==> src/rtl/operand_fetch.sv <==
// Decode/operand-fetch stage: regfile read, immediate generation, writeback bypass, RAW/WAW scoreboard.
// Latency: one cycle from acceptance (id_valid && id_ready) to ex_valid.
// Backpressure: id_ready drops on flush, on a pending hazard, or while execute holds a stalled instruction.
module operand_fetch #(
    parameter int XLEN = 32
) (
    input  logic            clk,
    input  logic            rst,
    input  logic            id_valid,
    output logic            id_ready,
    input  logic [XLEN-1:0] id_pc,
    input  logic [XLEN-1:0] id_instr,
    output logic [4:0]      rf_r1,
    output logic [4:0]      rf_r2,
    input  logic [XLEN-1:0] rf_out_r1,
    input  logic [XLEN-1:0] rf_out_r2,
    input  logic            wb_en,
    input  logic [4:0]      wb_rd,
    input  logic [XLEN-1:0] wb_data,
    input  logic            flush,
    output logic            ex_valid,
    input  logic            ex_ready,
    output logic [XLEN-1:0] ex_pc,
    output logic [XLEN-1:0] ex_instr,
    output logic [XLEN-1:0] ex_rs1_val,
    output logic [XLEN-1:0] ex_rs2_val,
    output logic [XLEN-1:0] ex_imm,
    output logic [4:0]      ex_rd,
    output logic            ex_rd_we
);

    localparam logic [6:0] OP_LUI    = 7'b0110111;
    localparam logic [6:0] OP_AUIPC  = 7'b0010111;
    localparam logic [6:0] OP_JAL    = 7'b1101111;
    localparam logic [6:0] OP_JALR   = 7'b1100111;
    localparam logic [6:0] OP_BRANCH = 7'b1100011;
    localparam logic [6:0] OP_LOAD   = 7'b0000011;
    localparam logic [6:0] OP_STORE  = 7'b0100011;
    localparam logic [6:0] OP_OPIMM  = 7'b0010011;
    localparam logic [6:0] OP_OP     = 7'b0110011;

    logic [6:0]      opcode;
    logic [4:0]      rs1;
    logic [4:0]      rs2;
    logic [4:0]      rd;
    logic            writes_rd;
    logic            uses_rs1;
    logic            uses_rs2;
    logic [XLEN-1:0] imm;
    logic [XLEN-1:0] op1;
    logic [XLEN-1:0] op2;
    logic            stall;
    logic            capture;
    logic            handoff;
    logic [31:0]     busy;
    logic [31:0]     busy_nxt;

    assign opcode = id_instr[6:0];
    assign rs1    = id_instr[19:15];
    assign rs2    = id_instr[24:20];
    assign rd     = id_instr[11:7];
    assign rf_r1  = rs1;
    assign rf_r2  = rs2;

    assign writes_rd = (opcode != OP_STORE) && (opcode != OP_BRANCH);
    assign uses_rs1  = (opcode != OP_LUI) && (opcode != OP_AUIPC) && (opcode != OP_JAL);
    assign uses_rs2  = (opcode == OP_OP) || (opcode == OP_STORE) || (opcode == OP_BRANCH);

    // Register r has a result still in flight: either an issued producer not yet written back
    // (a writeback landing this cycle resolves it), or the producer sitting in the execute register.
    function automatic logic pend(input logic [4:0] r);
        logic in_flight;
        logic in_ex;
        in_flight = busy[r] && !(wb_en && wb_rd == r);
        in_ex     = ex_valid && ex_rd_we && (ex_rd == r);
        return (r != 5'd0) && (in_flight || in_ex);
    endfunction

    // Immediate selection by instruction format, sign-extended; R-type and unknown give 0.
    always_comb begin
        imm = '0;
        case (opcode)
            OP_OPIMM, OP_LOAD, OP_JALR:
                imm = {{20{id_instr[31]}}, id_instr[31:20]};
            OP_STORE:
                imm = {{20{id_instr[31]}}, id_instr[31:25], id_instr[11:7]};
            OP_BRANCH:
                imm = {{19{id_instr[31]}}, id_instr[31], id_instr[7], id_instr[30:25],
                       id_instr[11:8], 1'b0};
            OP_LUI, OP_AUIPC:
                imm = {id_instr[31:12], 12'b0};
            OP_JAL:
                imm = {{11{id_instr[31]}}, id_instr[31], id_instr[19:12], id_instr[20],
                       id_instr[30:21], 1'b0};
            default:
                imm = '0;
        endcase
    end

    // The regfile write lands only at the next edge, so same-cycle writeback must be forwarded.
    assign op1 = (wb_en && wb_rd == rs1 && rs1 != 5'd0) ? wb_data : rf_out_r1;
    assign op2 = (wb_en && wb_rd == rs2 && rs2 != 5'd0) ? wb_data : rf_out_r2;

    assign stall    = (uses_rs1 && pend(rs1)) || (uses_rs2 && pend(rs2)) || (writes_rd && pend(rd));
    assign id_ready = !flush && !stall && (!ex_valid || ex_ready);
    assign capture  = id_valid && id_ready;
    // A flushed instruction is squashed even if execute was ready for it.
    assign handoff  = ex_valid && ex_ready && !flush;

    // Execute-side pipeline register: load on capture, drop on handoff or flush, else hold.
    always_ff @(posedge clk or posedge rst) begin
        if (rst) begin
            ex_valid   <= 1'b0;
            ex_pc      <= '0;
            ex_instr   <= '0;
            ex_rs1_val <= '0;
            ex_rs2_val <= '0;
            ex_imm     <= '0;
            ex_rd      <= '0;
            ex_rd_we   <= 1'b0;
        end else begin
            if (flush) begin
                ex_valid <= 1'b0;
            end else if (capture) begin
                ex_valid <= 1'b1;
            end else if (handoff) begin
                ex_valid <= 1'b0;
            end
            if (capture) begin
                ex_pc      <= id_pc;
                ex_instr   <= id_instr;
                ex_rs1_val <= op1;
                ex_rs2_val <= op2;
                ex_imm     <= imm;
                ex_rd      <= rd;
                ex_rd_we   <= writes_rd && (rd != 5'd0);
            end
        end
    end

    // Scoreboard next state: set on handoff of a writer, clear on writeback; set wins; x0 never busy.
    always_comb begin
        busy_nxt = busy;
        if (wb_en) begin
            busy_nxt[wb_rd] = 1'b0;
        end
        if (handoff && ex_rd_we) begin
            busy_nxt[ex_rd] = 1'b1;
        end
        busy_nxt[0] = 1'b0;
    end

    // Scoreboard register.
    always_ff @(posedge clk or posedge rst) begin
        if (rst) begin
            busy <= '0;
        end else begin
            busy <= busy_nxt;
        end
    end

endmodule

==> config.mk <==
export PLATFORM = sky130hd
export DESIGN_NAME = operand_fetch
export DESIGN_NICKNAME = d
export VERILOG_FILES = /design/src/rtl/operand_fetch.sv
export SDC_FILE = /design/constraint.sdc
export NUM_CORES = 1
export LEC_CHECK = 0
export BUFFER_PORTS_ARGS = -buffer_cell sky130_fd_sc_hd__buf_4
export CORE_UTILIZATION = 56
export CTS_BUF_LIST = sky130_fd_sc_hd__clkbuf_2
export DETAILED_ROUTE_END_ITERATION = 12
export PLACE_DENSITY = 0.95
export SYNTH_ARGS = -nofsm -noshare
export SYNTH_HDL_FRONTEND = slang
export SYNTH_SLANG_ARGS = --single-unit
==> constraint.sdc <==
create_clock -name clk -period 19.3 [get_ports clk]
set_clock_uncertainty 0.05 [all_clocks]
set_input_delay 3.86 -clock clk [delete_from_list [all_inputs] [get_ports clk]]
set_output_delay 3.86 -clock clk [all_outputs]
set_load 0.02 [all_outputs]
* After elaboration in Yosys (flattened, before gate mapping)
Cells that the tools add are included.
** Storage, ports and cells
- Register bits :: 198
- Input port bits :: 171
- Output and inout port bits :: 178
** Cells by class
- Magnitude comparators :: 7
- Eq/ne operators :: 20
- Mux-type cells :: 18
- Bitwise gates (word level) :: 3
- Reductions and logical operators :: 50
** Operators by type and width (count)
- $pmux 32 s5 :: 1
- $mux 32 :: 4
- $and 32x32->32 :: 1
- $not 32->32 :: 1
- $or 32x32->32 :: 1
- $eq 5x5->1 :: 6
- $logic_and 1x1->1 :: 30
- $lt 5x6->1 const B :: 5
- $eq 7x6->1 const B :: 3
- $eq 7x7->1 const B :: 3
- $bmux 1 s5 :: 3
- $reduce_bool 5->1 :: 3
- $eq 7x5->1 const B :: 2
- $ne 7x6->1 const B :: 2
- $ne 7x7->1 const B :: 2
- $demux 1 s5 :: 2
- $ge 5x1->1 const B :: 2
- $logic_or 1x1->1 :: 8
- $mux 1 :: 8
- $eq 7x2->1 const B :: 1
- $ne 7x5->1 const B :: 1
- $logic_not 1->1 :: 6
- $reduce_bool 3->1 :: 1
- $reduce_or 3->1 :: 1
- $reduce_or 2->1 :: 1

* Depth between registers and ports, before layout
- Word-level depth :: 15
- Gate-level depth with buffers :: 12
- Depth with buffers taken out :: 7

* Worst setup path before layout
OpenSTA, ideal clock, no wires.
- Kind :: input port to output port
- From :: in id_instr[8]
- To :: out id_ready
- Arrival :: 5434 ps
- Path slack :: 9956 ps
- Cell stages on the path :: 7
- Path buffers :: 1
- Cell sequence :: buf_2 -> mux4_2 -> mux2_2 -> nand2_1 -> o311ai_0 -> a32oi_1 -> and3_1
** On the way
- Cells in the longest elaborated chain, start to end :: 11
- Elaborated cells between the ends (all ways) :: 16
- Classes of those cells :: eq/ne: 2; mux: 2; reduce/logical: 12
** RTL lines
- start, declared :: line 12 : input logic [XLEN-1:0] id_instr,
- branches (longest 5 deep; another with $bmux 1 s5)
- $logic_and 1x1->1 (*) :: line 76 : return (r != 5'd0) && (in_flight || in_ex);
- $logic_and 1x1->1 (*) :: line 104 : assign stall = (uses_rs1 && pend(rs1)) || (uses_rs2 && pend(rs2)) || (writes_rd && pend(rd));
- $logic_or 1x1->1 (*) :: line 104
- $logic_not 1->1 (*) :: line 105 : assign id_ready = !flush && !stall && (!ex_valid || ex_ready);
- $logic_and 1x1->1 (*) (2 in series) :: line 105
- end, declared :: line 10 : output logic id_ready,
Mark *: on every way between the ends. The select of a mux whose other input is x is not followed.

* Worst setup path in the final report
- From :: in id_instr[3]
- To :: out id_ready
** On the way
- Cells in the longest elaborated chain, start to end :: 9
- Elaborated cells between the ends (all ways) :: 21
- Classes of those cells :: eq/ne: 8; reduce/logical: 13
** RTL lines
- $ne 7x6->1, or another cell as far along :: line 66 : assign uses_rs1 = (opcode != OP_LUI) && (opcode != OP_AUIPC) && (opcode != OP_JAL);
- $logic_and 1x1->1 / $logic_or 1x1->1 (equally long branches) (2 in series) :: line 66, 67
- $logic_and 1x1->1 :: line 104
- $logic_or 1x1->1 :: line 104
- $logic_or 1x1->1 (*) :: line 104
- $logic_not 1->1 (*) :: line 105
- $logic_and 1x1->1 (*) (2 in series) :: line 105
Mark *: on every way between the ends. The rest lies on a longest branch, timed or not.

==> qor.csv <==
metric,value,unit
Worst Hold Path EP,ex_instr[15]$_DFFE_PP0P_,
max frequency,102,MHz
cells along the critical path,buf_4 -> nand3b_1 -> nor3_1 -> buf_4 -> nand2b_1 -> nor3_1 -> a2111oi_2 -> and3_1 -> buf_4,
area of the die,0.0187,mm^2
register area share after synthesis,0.475,
dpl hpwl,23.4,mm
slowest CP cell,nand2b_1,
placed cell area,0.0127,mm^2
DP Worst Slack,9.50,ns
Chip Width,137,um
Yosys reg bits,193,
Synth cell types,50,
total number of H-tree levels,4,
type of origin of the critical path,input pin,
largest cells by area after synthesis,"dfrtp_1 48%, mux2_2 17%, mux2_4 7.8%, mux2i_1 4.4%, o21ai_0 3.4%",
Crit Reg-Reg Endpoint,ex_rs1_val[0]$_DFFE_PP0P_,
status,"finished, final reports clean",
Initial Util,0.581,
DIE HEIGHT,137,um
first-pass GRT wire length,45.8,mm
design area,0.0129,mm^2
Yosys top cell by area,dfrtp_1,
Remaining DRCs,0,
routed wire length,31.5,mm
CTS tree,built,
top cell type's share of synthesized area,0.475,
YS warnings,0,
critical path required time,15.39,ns
vias in the first global route,8224,
FP Rows,48,
crit path DAT,5.93,ns
initial antenna violation count,2,
Worst-Margin Slew,1.14,ns
clk_lat worst skew,0.81,ns
largest net degree at the start of global routing,126,
Post-Layout Cell Count,1346,
P_leak,0.00627,uW
routability congestion estimate,0.970,
Tot GR Track Use,0.331,
synth cell count leaders,"193 x dfrtp_1, 150 x mux2_2, 68 x o21ai_0",
post-synthesis area per instance,12.5,um^2
worst vdd ir,0.0000847,V
Post-synth EDFFs,0,
critical path's most frequent cell,buf_4,
worst setup path category,in -> out,
number of routed nets with antenna violations,0,
nets,1278,
DR WL/cell,23.4,um
worst reg2reg setup slack,15.21,ns
DR iter-0 viols,651,
Tmin final,9.84,ns
Setup Buffers After CTS,0,
"critical path fanouts, max",13,
Mapped Cells,811,
"Largest stage delay, worst path",0.39,ns
worst hold slack,0.493,ns
final worst slack,9.46,ns
async set or reset register ratio after synthesis,1.00,
# resized after CTS,0,
hold_sp,ex_instr[15]$_DFFE_PP0P_,
DRT Pass-1 Iters,5,
"Slew Viols, Final",0,
CTS hold repair buffers,0,
most frequent cell after synthesis,dfrtp_1,
Cell Pwr Density,106,mW/mm^2
HP Class,reg -> reg,
hold-critical path depth,1,
max cap viols,0,
reg-to-reg critical path startpoint,ex_instr[9]$_DFFE_PP0P_,
Crit. Startpoint,id_instr[3],
part of the cycle the worst path needs,0.510,
Num CTS Buffers,17,
syn nets,982,
Synth Cell Area,0.0102,mm^2
Slew HR,0.237,
clk sink count,193,
main flop type after synthesis,dfrtp_1,
Ports,349,
total number of vias,8144,
RSZ-0062 raised after global routing,no,
gr ovfl total,0,
# port buffers,348,
setup TNS,0,ns
dpl cells,1313,
fraction of layout cells with a size suffix above 1,0.545,
# setup viols final,0,
maximum buffer depth of the clock tree,2,
core area,0.0175,mm^2
CTS root buffer,clkbuf_2,
Crit. End Element,output port,
Register-to-Register Path Depth,9,
DR vias/cell,6.05,
area growth from synthesis to layout,27.2,%
clock slew at reported path FFs,0.23,ns
endpoints failing hold,0,
[cell families (layout without fill, tap and decap cells)]
family | Yosys count | after routing | synth area share
simple gates | 110 | 110 | 0.0648
compound gates | 111 | 111 | 0.0623
other cells | 0 | 1 | 0
xor+xnor | 30 | 30 | 0.0259
buf+inv | 106 | 415 | 0.0538
mux | 261 | 261 | 0.318
flops | 193 | 193 | 0.475
[routing by layer]
layer  global-route usage  wire length, um  up-vias
met4                0.154             1360        2
met2                0.556            15700      547
met5                    0               14        -
li1                     -                -     3485
met3               0.0911             3400      110
met1                0.395            11000     4000
[metrics by stage]
| step | util | power [uW] |
|---|---|---|
| 4_1_cts | 0.739 | 1370 |
| 5_1_grt | 0.739 | 1420 |
| 3_5_place_dp | 0.725 | 1160 |
| 3_3_place_gp | 0.725 | 1130 |
| 2_1_floorplan | - | 898 |
| 6_report | 0.739 | 1370 |
[power breakdown]
group / total, uW / internal, uW / switching, uW
Combinational: 559 / 279 / 280
Clock: 210 / 63.5 / 147
Sequential: 596 / 508 / 88.7
[state kept, by name, summed over array words and instances, names as in the netlist]
register / count
ex_rs1_val: 32
ex_pc: 32
busy: 31
ex_rs2_val: 32
ex_rd_we: 1
ex_valid: 1
ex_imm: 32
ex_instr: 32
[cells in the final DEF, fill, tap and decap left out, drive strengths merged, types with 5 or more instances in the layout]
cell type,Yosys,routed
a21oi,22,22
mux2i,45,45
nand3b,19,19
nand2,20,20
dfrtp,193,193
nor3,6,6
mux2,203,203
o21ai,68,68
inv,30,36
nand4,7,7
xnor2,15,15
nor2b,5,5
nor2,13,13
mux4,13,13
buf,51,353
or3,5,5
clkbuf,25,19
nand3,11,11
xor2,15,15
[area by class of cell]
| cell class | instances | area, um^2 |
|---|---|---|
| Tap cell | 225 | 282 |
| Antenna cell | 1 | 2.50 |
| Fill cell | 1136 | 4550 |
| Multi-Input combinational cell | 512 | 4800 |
| Clock inverter | 13 | 148 |
| Sequential cell | 193 | 4830 |
| Clock buffer | 19 | 95.1 |
| Inverter | 30 | 120 |
| Timing Repair Buffer | 353 | 2650 |
[critical path: cells and delay by family]
family | cells | cell delay [ns]
AND/OR/NAND/NOR | 5 | 1.22
AO/OA/AOI/OAI | 1 | 0.35
buffers and inverters | 3 | 0.50
[worst max path at each step]
stage                    end  slack, ns  depth (start not counted)
finish              id_ready       9.46                          9
global route        id_ready       9.40                          9
CTS                 id_ready       9.49                          9
detailed placement  id_ready       9.50                          9
global placement    id_ready       9.62                          9
floorplan           id_ready       9.96                          7
Note: power is estimated with default switching activity, not from simulation.
